File: src/rtl/bbox_finder.sv
`default_nettype none
// ============================================================================
//  Module      : bbox_finder
//  Description : Scans a stored 24-bit image (one colour byte per address,
//                address = y*WIDTH*3 + x*3 + c) and computes the bounding box
//                of all dark pixels, i.e. pixels whose three-channel sum is
//                at or below THRESH.
//  Ports       : clk, rst_n      - clock, synchronous active-low reset
//                start           - begin a scan (accepted in IDLE or DONE)
//                done / busy     - result valid / scan in progress
//                readAddr        - image memory address (1-cycle read latency)
//                readdata        - memory data, only [7:0] used
//                found           - a dark pixel was seen in the last scan
//                xMin..yMax      - bounding box (full image when none found)
//  Revision    : 1.0 - initial release
// ============================================================================
module bbox_finder #(
  parameter int WIDTH  = 100,
  parameter int HEIGHT = 100,
  parameter int THRESH = 384
) (
  input  logic        clk,
  input  logic        rst_n,
  input  logic        start,
  output logic        done,
  output logic        busy,
  output logic [23:0] readAddr,
  input  logic [15:0] readdata,
  output logic        found,
  output logic [10:0] xMin,
  output logic [10:0] xMax,
  output logic [10:0] yMin,
  output logic [10:0] yMax
);

  localparam logic [2:0] S_IDLE = 3'd0;
  localparam logic [2:0] S_RD   = 3'd1;
  localparam logic [2:0] S_LAT  = 3'd2;
  localparam logic [2:0] S_EVAL = 3'd3;
  localparam logic [2:0] S_DONE = 3'd4;

  localparam logic [10:0] C_X_LAST = 11'(WIDTH - 1);
  localparam logic [10:0] C_Y_LAST = 11'(HEIGHT - 1);
  localparam logic [9:0]  C_THR    = 10'(THRESH);
  localparam logic [23:0] C_ROW    = 24'(WIDTH * 3);

  logic [2:0]  state_q, state_d;
  logic [10:0] x_q, x_d, y_q, y_d;
  logic [1:0]  c_q, c_d;
  logic [9:0]  sum_q, sum_d;
  logic        first_q, first_d;
  // running box, only meaningful once first_q has cleared
  logic [10:0] bx0_q, bx0_d, bx1_q, bx1_d, by0_q, by0_d, by1_q, by1_d;
  // published result, changes only on entry to DONE or reset
  logic        found_q, found_d;
  logic [10:0] ox0_q, ox0_d, ox1_q, ox1_d, oy0_q, oy0_d, oy1_q, oy1_d;

  logic w_last;
  logic w_fg;

  assign w_last = (x_q == C_X_LAST) && (y_q == C_Y_LAST);
  assign w_fg   = (sum_q <= C_THR);

  assign readAddr = 24'(y_q) * C_ROW + 24'(x_q) * 24'd3 + {22'd0, c_q};

  assign found = found_q;
  assign xMin  = ox0_q;
  assign xMax  = ox1_q;
  assign yMin  = oy0_q;
  assign yMax  = oy1_q;

  // ---------------------------------------------------------------- state reg
  always_ff @(posedge clk) begin
    if (!rst_n) state_q <= S_IDLE;
    else        state_q <= state_d;
  end

  // --------------------------------------------------------------- next state
  always_comb begin
    state_d = state_q;
    case (state_q)
      S_IDLE, S_DONE: if (start) state_d = S_RD;
      S_RD:           state_d = S_LAT;
      S_LAT:          state_d = (c_q == 2'd2) ? S_EVAL : S_RD;
      S_EVAL:         state_d = w_last ? S_DONE : S_RD;
      default:        state_d = S_IDLE;
    endcase
  end

  // ------------------------------------------------------------------ outputs
  always_comb begin
    busy = 1'b0;
    done = 1'b0;
    case (state_q)
      S_RD, S_LAT, S_EVAL: busy = 1'b1;
      S_DONE:              done = 1'b1;
      default: ;
    endcase
  end

  // ----------------------------------------------------------------- datapath
  always_comb begin
    x_d     = x_q;
    y_d     = y_q;
    c_d     = c_q;
    sum_d   = sum_q;
    first_d = first_q;
    bx0_d   = bx0_q;
    bx1_d   = bx1_q;
    by0_d   = by0_q;
    by1_d   = by1_q;
    found_d = found_q;
    ox0_d   = ox0_q;
    ox1_d   = ox1_q;
    oy0_d   = oy0_q;
    oy1_d   = oy1_q;
    case (state_q)
      S_IDLE, S_DONE: begin
        if (start) begin
          x_d     = 11'd0;
          y_d     = 11'd0;
          c_d     = 2'd0;
          sum_d   = 10'd0;
          first_d = 1'b1;
        end
      end
      S_LAT: begin
        sum_d = sum_q + {2'b00, readdata[7:0]};
        c_d   = (c_q == 2'd2) ? 2'd0 : c_q + 2'd1;
      end
      S_EVAL: begin
        if (w_fg) begin
          if (first_q) begin
            bx0_d = x_q;
            bx1_d = x_q;
            by0_d = y_q;
            by1_d = y_q;
          end else begin
            if (x_q < bx0_q) bx0_d = x_q;
            if (x_q > bx1_q) bx1_d = x_q;
            if (y_q < by0_q) by0_d = y_q;
            if (y_q > by1_q) by1_d = y_q;
          end
          first_d = 1'b0;
        end
        sum_d = 10'd0;
        if (x_q == C_X_LAST) begin
          x_d = 11'd0;
          y_d = y_q + 11'd1;
        end else begin
          x_d = x_q + 11'd1;
        end
        // Publish using the box that already includes this final pixel.
        if (w_last) begin
          found_d = ~first_d;
          if (first_d) begin
            ox0_d = 11'd0;
            ox1_d = C_X_LAST;
            oy0_d = 11'd0;
            oy1_d = C_Y_LAST;
          end else begin
            ox0_d = bx0_d;
            ox1_d = bx1_d;
            oy0_d = by0_d;
            oy1_d = by1_d;
          end
        end
      end
      default: ;
    endcase
  end

  always_ff @(posedge clk) begin
    if (!rst_n) begin
      x_q     <= 11'd0;
      y_q     <= 11'd0;
      c_q     <= 2'd0;
      sum_q   <= 10'd0;
      first_q <= 1'b1;
      bx0_q   <= 11'd0;
      bx1_q   <= 11'd0;
      by0_q   <= 11'd0;
      by1_q   <= 11'd0;
      found_q <= 1'b0;
      ox0_q   <= 11'd0;
      ox1_q   <= C_X_LAST;
      oy0_q   <= 11'd0;
      oy1_q   <= C_Y_LAST;
    end else begin
      x_q     <= x_d;
      y_q     <= y_d;
      c_q     <= c_d;
      sum_q   <= sum_d;
      first_q <= first_d;
      bx0_q   <= bx0_d;
      bx1_q   <= bx1_d;
      by0_q   <= by0_d;
      by1_q   <= by1_d;
      found_q <= found_d;
      ox0_q   <= ox0_d;
      ox1_q   <= ox1_d;
      oy0_q   <= oy0_d;
      oy1_q   <= oy1_d;
    end
  end

endmodule
`default_nettype wire
File: config.mk
export PLATFORM = sky130hd
export DESIGN_NAME = bbox_finder
export DESIGN_NICKNAME = d
export VERILOG_FILES = /design/src/rtl/bbox_finder.sv
export SDC_FILE = /design/constraint.sdc
export NUM_CORES = 1
export LEC_CHECK = 0
export BUFFER_PORTS_ARGS = -buffer_cell sky130_fd_sc_hd__buf_2
export CAP_MARGIN = 15
export CORE_MARGIN = 1
export CORE_UTILIZATION = 30
export CTS_CLUSTER_SIZE = 12
export DETAILED_ROUTE_END_ITERATION = 8
export PLACE_DENSITY_LB_ADDON = 0.12
export SLEW_MARGIN = 20
export SYNTH_ARGS = -nofsm -noshare
export SYNTH_HDL_FRONTEND = slang
export SYNTH_SLANG_ARGS = --single-unit
File: constraint.sdc
create_clock -name clk -period 6.8 [get_ports clk]
set_input_delay 1.02 -clock clk [delete_from_list [all_inputs] [get_ports clk]]
set_output_delay 1.02 -clock clk [all_outputs]
set_load 0.005 [all_outputs]
==> results.yml, run 1 <==
outcome:
  status: "completed"
yosys:
  syn_inst: 1055
  ys_ff_latch: 127
  synth_compound_area_share_pct: 17.5
  muxShareOfSynthArea_pct: 4.86
  synthXorXnorAreaFrac_pct: 4.16
  ys.flop_type: "dfxtp_1"
  synth_fa_ha_area_share_pct: 22.5
  yosysSeqAreaShare_pct: 28.1
  synthSimpleGateAreaFrac_pct: 16.2
  ys_warn_count: 0
  synth_top_family_by_area: "adder cells"
  avgSynthCellArea_um2: 8.58
  synth_cell_types: 65
  synth_edf_count: 0
  async_flop_share_pct: 0
  synthesis.area_mm2: 0.00905
finish:
  multi_input_area_mm2: 0.00593
  n_fill_cell: 3184
  final_nets: 1299
  area_growth_pct: 16.7
  ff_latch_area_mm2: 0.00254
  n_antenna_cell: 0
  drive_above_1_share_pct: 12.9
place:
  pre_cts_slack_ps: 591
  gp_congestion: 0.759
  port_buffers: 78
  hpwl_mm: 17.8
grt:
  grt_max_degree: 59
  overflow: 0
  grtUsageMet1_pct: 20.9
  antenna_found_initial: 1
  track_usage_pct: 16.1
  use_met2_pct: 27.1
  grt_pass1_vias: 7246
  top_usage_layer: "met2"
  grt_pass1_wl_mm: 38.6
  met3_usage_pct: 2.84
drt:
  finalWirelength_mm: 23.9
  vias: 7402
  postRouteAntennaNets: 0
  drc: 0
  via_per_inst: 4.82
  drt_pass1_iterations: 4
  detail_route.wl_per_cell_um: 15.6
  drt_first_iter_violations: 328
clock_network:
  clk_pin_slew_ps: 60
  h-tree-depth: 4
  cts_tree: "built"
  clockRootBuffer: "clkbuf_16"
  insertion_delay_ps: 420
  cts_buffer_depth: 2
  cts.sinks: 127
  numCtsBuffers: 17
pwr:
  switchingPower_mw: 0.416
  max-vdd-ir-drop_v: 0.000143
  finalPower_mw: 1.83
  clkPwrFrac_pct: 55.1
  pwr-share-comb_pct: 3.9
  seqPwrFrac_pct: 41.0
  p_leak_nw: 4.83
  intPower_mw: 1.42
  switching_share_pct: 22.7
  power_density_mw_per_mm2: 174
worst_setup_path:
  critical_path.slowest_cell: "fa_1"
  cp_top_family: "adder cells"
  path_class: "register to primary output"
  arrival_ps: 5460
  crit_buf_inv: 5
  endpoint_kind: "primary output"
  cp_max_fo: 6
  cpPeakStageDelay_ps: 530
  worstPathRequired_ps: 5780
  cp-start-kind: "register"
  cp_cell_sequence: "ha_1 -> ha_1 -> inv_1 -> fa_1 -> fa_1 -> inv_1 -> ha_2 -> nand2_2 -> a211oi_4 -> nor2_1 -> xor2_1 -> fa_1 -> inv_1 -> ha_2 -> a21boi_0 -> a31oi_1 -> o21ai_2 -> o41ai_4 -> buf_4 -> xnor2_1 -> buf_2"
floorplan:
  die-area_mm2: 0.0309
  start_util_pct: 30.5
  die_x_um: 176
  ioPinCount: 90
  num_rows: 63
  die_y_um: 176
  core_mm2: 0.0296
timing:
  fmax_mhz: 154
  hold_viol_final: 0
  fin_worst_skew_ps: 11.5
  fin_setup_tns_ps: 0
  maxSlewViolCount: 0
  worst_pin_slew_ps: 901
  relSlewSlack_pct: 39.5
  setup_viol: 0
  timing.final.crit_period_ps: 6480
  setup_slack_ps: 323
  post-route-period-util_pct: 95.3
  rsz0062_at_grt: "no"
hold_path:
  hp-class: "register to register"
run:
  drv_cap: 0
==> final cells by class <==
type	count	area share, %
clock buffer	20	4.42
inverter	109	3.87
clock inverter	12	1.73
tap	390	4.62
timing repair buffer	98	5.12
multi-input combinational	779	56.2
sequential	127	24.1
==> per-layer routing <==
layer	part of all wire (%)	routed length [um]	vias up
met5	0	0	-
met4	1.3	306	0
met3	4.1	990	21
met2	48	11400	88
met1	47	11200	3504
li1	-	-	3789
==> through the flow <==
step           hold slack [ps]  std cells  utilization [%]  area [um2]
6_report                   449       1535             35.6       10600
5_1_grt                    474       1535             35.6       10600
4_1_cts                    456       1533             35.6       10500
3_5_place_dp               442       1501             33.4        9890
3_3_place_gp               434       1501             33.4        9890
2_1_floorplan              449       1057                -        9060
==> placed cells by master, fill, tap and decap left out, types with 20 or more instances in the layout <==
cell type,n
a21oi_1,62
nand3_1,27
dfxtp_1,127
inv_1,109
nand2_1,79
fa_1,25
xnor2_1,30
ha_1,121
nor2b_1,36
buf_2,78
buf_4,20
o21ai_0,72
mux2i_1,44
a21o_1,22
nor2_1,63
==> kinds of logic (layout without fill, tap and decap cells) <==
kind of cell    count (synthesis)  after routing
mux                            44             44
other cells                     1              3
compound gates                248            248
fa+ha+maj                     148            148
xor+xnor                       43             43
simple gates                  293            293
buf+inv                       151            239
flops                         127            127
==> sequential cells by signal (all words and copies together), names as in the netlist <==
signal and cells:
found 1, by1_q 11, x_q 11, xMax 11, c_q 2, state_q 3
sum_q 10, by0_q 11, yMin 11, yMax 11, xMin 11, bx1_q 11
y_q 11, bx0_q 11, first_q 1
==> cells in the mapped netlist (2+ instances only) <==
master,count,area [um2]
a211oi_1,7,52.6
a21boi_0,16,120
a21o_1,22,165
a21oi_1,63,315
a22oi_1,8,60.1
a31oi_1,9,56.3
a32o_1,7,70.1
and2_1,17,106
and3_1,15,93.8
buf_2,4,20.0
buf_4,5,37.5
clkbuf_1,31,116
dfxtp_1,127,2540
fa_1,25,500
ha_1,123,1540
inv_1,109,409
mux2i_1,44,440
nand2_1,79,297
nand2b_1,6,37.5
nand3_1,27,135
nand3b_1,2,15.0
nand4_1,13,81.3
nor2_1,63,236
nor2b_1,37,231
nor3_1,9,45.0
nor3b_1,4,30.0
nor4_1,2,12.5
o211a_1,3,30.0
o211ai_1,6,45.0
o21a_1,8,60.1
o21ai_0,73,365
o21ai_1,2,10.0
o21bai_1,7,52.6
o311ai_0,2,17.5
o31ai_1,2,15.0
or2_2,4,25.0
or2b_1,2,15.0
or3_1,4,25.0
xnor2_1,30,263
xor2_1,13,114
==> path summary, 6_finish.rpt <==
check | start | to | slack [ps] | depth (start not counted)
max | y_q[4] | readAddr[13] | 320 | 21
min | yMax[8] | yMax[8] | 450 | 2
max reg2reg | x_q[1] | yMin[0] | 3500 | 7
min reg2reg | yMax[8] | yMax[8] | 450 | 2
==> power groups by stage <==
| stage | Combinational, mW | Clock (mW) | Sequential [mW] |
|---|---|---|---|
| 6_report | 0.0715 | 1.01 | 0.752 |
| 5_1_grt | 0.0801 | 1.07 | 0.752 |
| 4_1_cts | 0.0731 | 1.04 | 0.752 |
| 3_5_place_dp | 0.0727 | 0 | 0.768 |
| 3_3_place_gp | 0.0723 | 0 | 0.769 |
| 2_1_floorplan | 0.0527 | 0 | 0.766 |
==> worst min-delay path: stages, from the launching register on <==
cell and delay, ps:
dfxtp_1 320, nand2_1 40, o21ai_0 50
==> timing repair <==
item,CTS,global route
gates resized for setup,0,4
setup endpoints to repair,0,4
hold buffers,0,0
buffers inserted,0,2
No activity file was read; power rests on OpenSTA's default activity.
==> run 2, diff against run 1 <==
--- a/config.mk
+++ b/config.mk
@@ -12,6 +12,7 @@
 export CTS_CLUSTER_SIZE = 12
 export DETAILED_ROUTE_END_ITERATION = 8
 export PLACE_DENSITY_LB_ADDON = 0.12
+export RECOVER_POWER = 25
 export SLEW_MARGIN = 20
 export SYNTH_ARGS = -nofsm -noshare
 export SYNTH_HDL_FRONTEND = slang
==> results.yml, run 2 (synthesis gave the netlist of run 1 again) <==
grt:
  grt_pass1_wl_mm: 38.6
  overflow: 0
  grt_max_degree: 59
  track_usage_pct: 16.1
  antenna_found_initial: 1
  grt_pass1_vias: 7246
clock_network:
  insertion_delay_ps: 420
  clockRootBuffer: "clkbuf_16"
  h-tree-depth: 4
  cts_tree: "built"
  clk_pin_slew_ps: 60
  cts_buffer_depth: 2
  cts.sinks: 127
  numCtsBuffers: 17
  cts-hold-fix-buffers: 0
place:
  gp_congestion: 0.759
  hpwl_mm: 17.8
  port_buffers: 78
  placed_area_mm2: 0.00989
drt:
  vias: 7453
  drt_pass1_iterations: 5
  postRouteAntennaNets: 0
  detail_route.wl_per_cell_um: 15.6
  finalWirelength_mm: 24.0
  via_per_inst: 4.86
  drt_first_iter_violations: 328
  drc: 0
worst_setup_path:
  endpoint_kind: "primary output"
  path_class: "register to primary output"
  cp_max_fo: 6
  cpPeakStageDelay_ps: 530
  cp_cell_sequence: "ha_1 -> ha_1 -> inv_1 -> fa_1 -> fa_1 -> inv_1 -> ha_2 -> nand2_2 -> a211oi_4 -> nor2_1 -> xor2_1 -> fa_1 -> inv_1 -> ha_2 -> a21boi_0 -> a31oi_1 -> o21ai_2 -> o41ai_4 -> buf_4 -> xnor2_1 -> buf_2"
  crit_buf_inv: 5
  worstPathRequired_ps: 5780
  cp_top_family: "adder cells"
  cp-start-kind: "register"
  critical_path.slowest_cell: "fa_1"
  arrival_ps: 5460
finish:
  finalInstanceArea_mm2: 0.0105
  final_nets: 1299
  drive_above_1_share_pct: 10.9
  layout_commonest_cell: "dfxtp_1"
  final_cell_mix: "dfxtp_1, ha_1, inv_1, nand2_1, o21ai_0"
  area_growth_pct: 16.3
  n_antenna_cell: 0
floorplan:
  die_y_um: 176
  die-area_mm2: 0.0309
  start_util_pct: 30.5
  die_x_um: 176
  ioPinCount: 90
  num_rows: 63
  core_mm2: 0.0296
timing:
  fin_worst_skew_ps: 10.4
  setup_viol: 0
  timing.final.crit_period_ps: 6480
  fin_setup_tns_ps: 0
  post-route-period-util_pct: 95.3
  rsz0062_at_grt: "no"
  holdWs_ps: 449
  fmax_mhz: 154
  maxSlewViolCount: 59
  relSlewSlack_pct: -58.5
  hold_viol_final: 0
  worst_pin_slew_ps: 2380
pwr:
  p_leak_nw: 4.74
  finalPower_mw: 1.83
  power_density_mw_per_mm2: 174
  max-vdd-ir-drop_v: 0.000143
hold_path:
  hp-class: "register to register"
run:
  drv_cap: 1
outcome:
  status: "complete, but fails checks"
  violations: "capacitance limit, slew limit"
==> run 2: cell count changes in the layout (fill, tap and decap cells not counted), sizes merged <==
cell	before	now
buf	98	75
clkbuf	20	43
==> run 2: metrics by stage <==
step,std cells,util (%),setup WS (ps)
after floorplan,1057,-,935
after CTS,1533,35.6,113
final,1535,35.5,320
after global routing,1535,35.5,24.9
after detailed placement,1501,33.4,591
after global placement,1501,33.4,576
==> run 2: layer usage <==
metal	vias to the layer above	routed length [um]	track usage (%)
met2	97	11400	27.1
met1	3546	11600	20.9
met5	-	0	0
met4	0	317	4.24
met3	21	712	2.84
li1	3789	-	-
==> run 2: layout make-up <==
class,instances,area [um2]
sequential,127,2540
clock buffer,20,467
multi-input combinational,779,5930
timing repair buffer,98,509
tap,390,488
inverter,109,409
clock inverter,12,183
fill,3194,19100
==> run 2: worst reg2reg max path: cells and delay by family, from the launching register on <==
family,cells,cell delay (ps)
AOI/OAI and AO/OA,1,320
adders and majority gates,1,370
buffers and inverters,1,480
DFF,1,700
and+or+nand+nor,4,1510
==> run 2: timing repair <==
item,CTS,global route
gates resized for setup,0,4
setup endpoints to repair,0,4
buffers inserted,0,2
==> run 2: path summary, 6_finish.rpt <==
| path | from | to | slack, ps | depth (start not counted) |
|---|---|---|---|---|
| setup / recovery | y_q[4] | readAddr[13] | 320 | 21 |
| hold / removal | yMax[8] | yMax[8] | 450 | 2 |
| setup reg to reg | x_q[1] | yMin[0] | 3320 | 7 |
| hold reg to reg | yMax[8] | yMax[8] | 450 | 2 |
==> run 2: report_power, final <==
part	internal, mW	leakage, nW	switching [mW]	total [mW]
clock	0.645	0.309	0.362	1.01
sequential	0.747	1.02	0.00472	0.752
combinational	0.0245	3.41	0.0474	0.0719
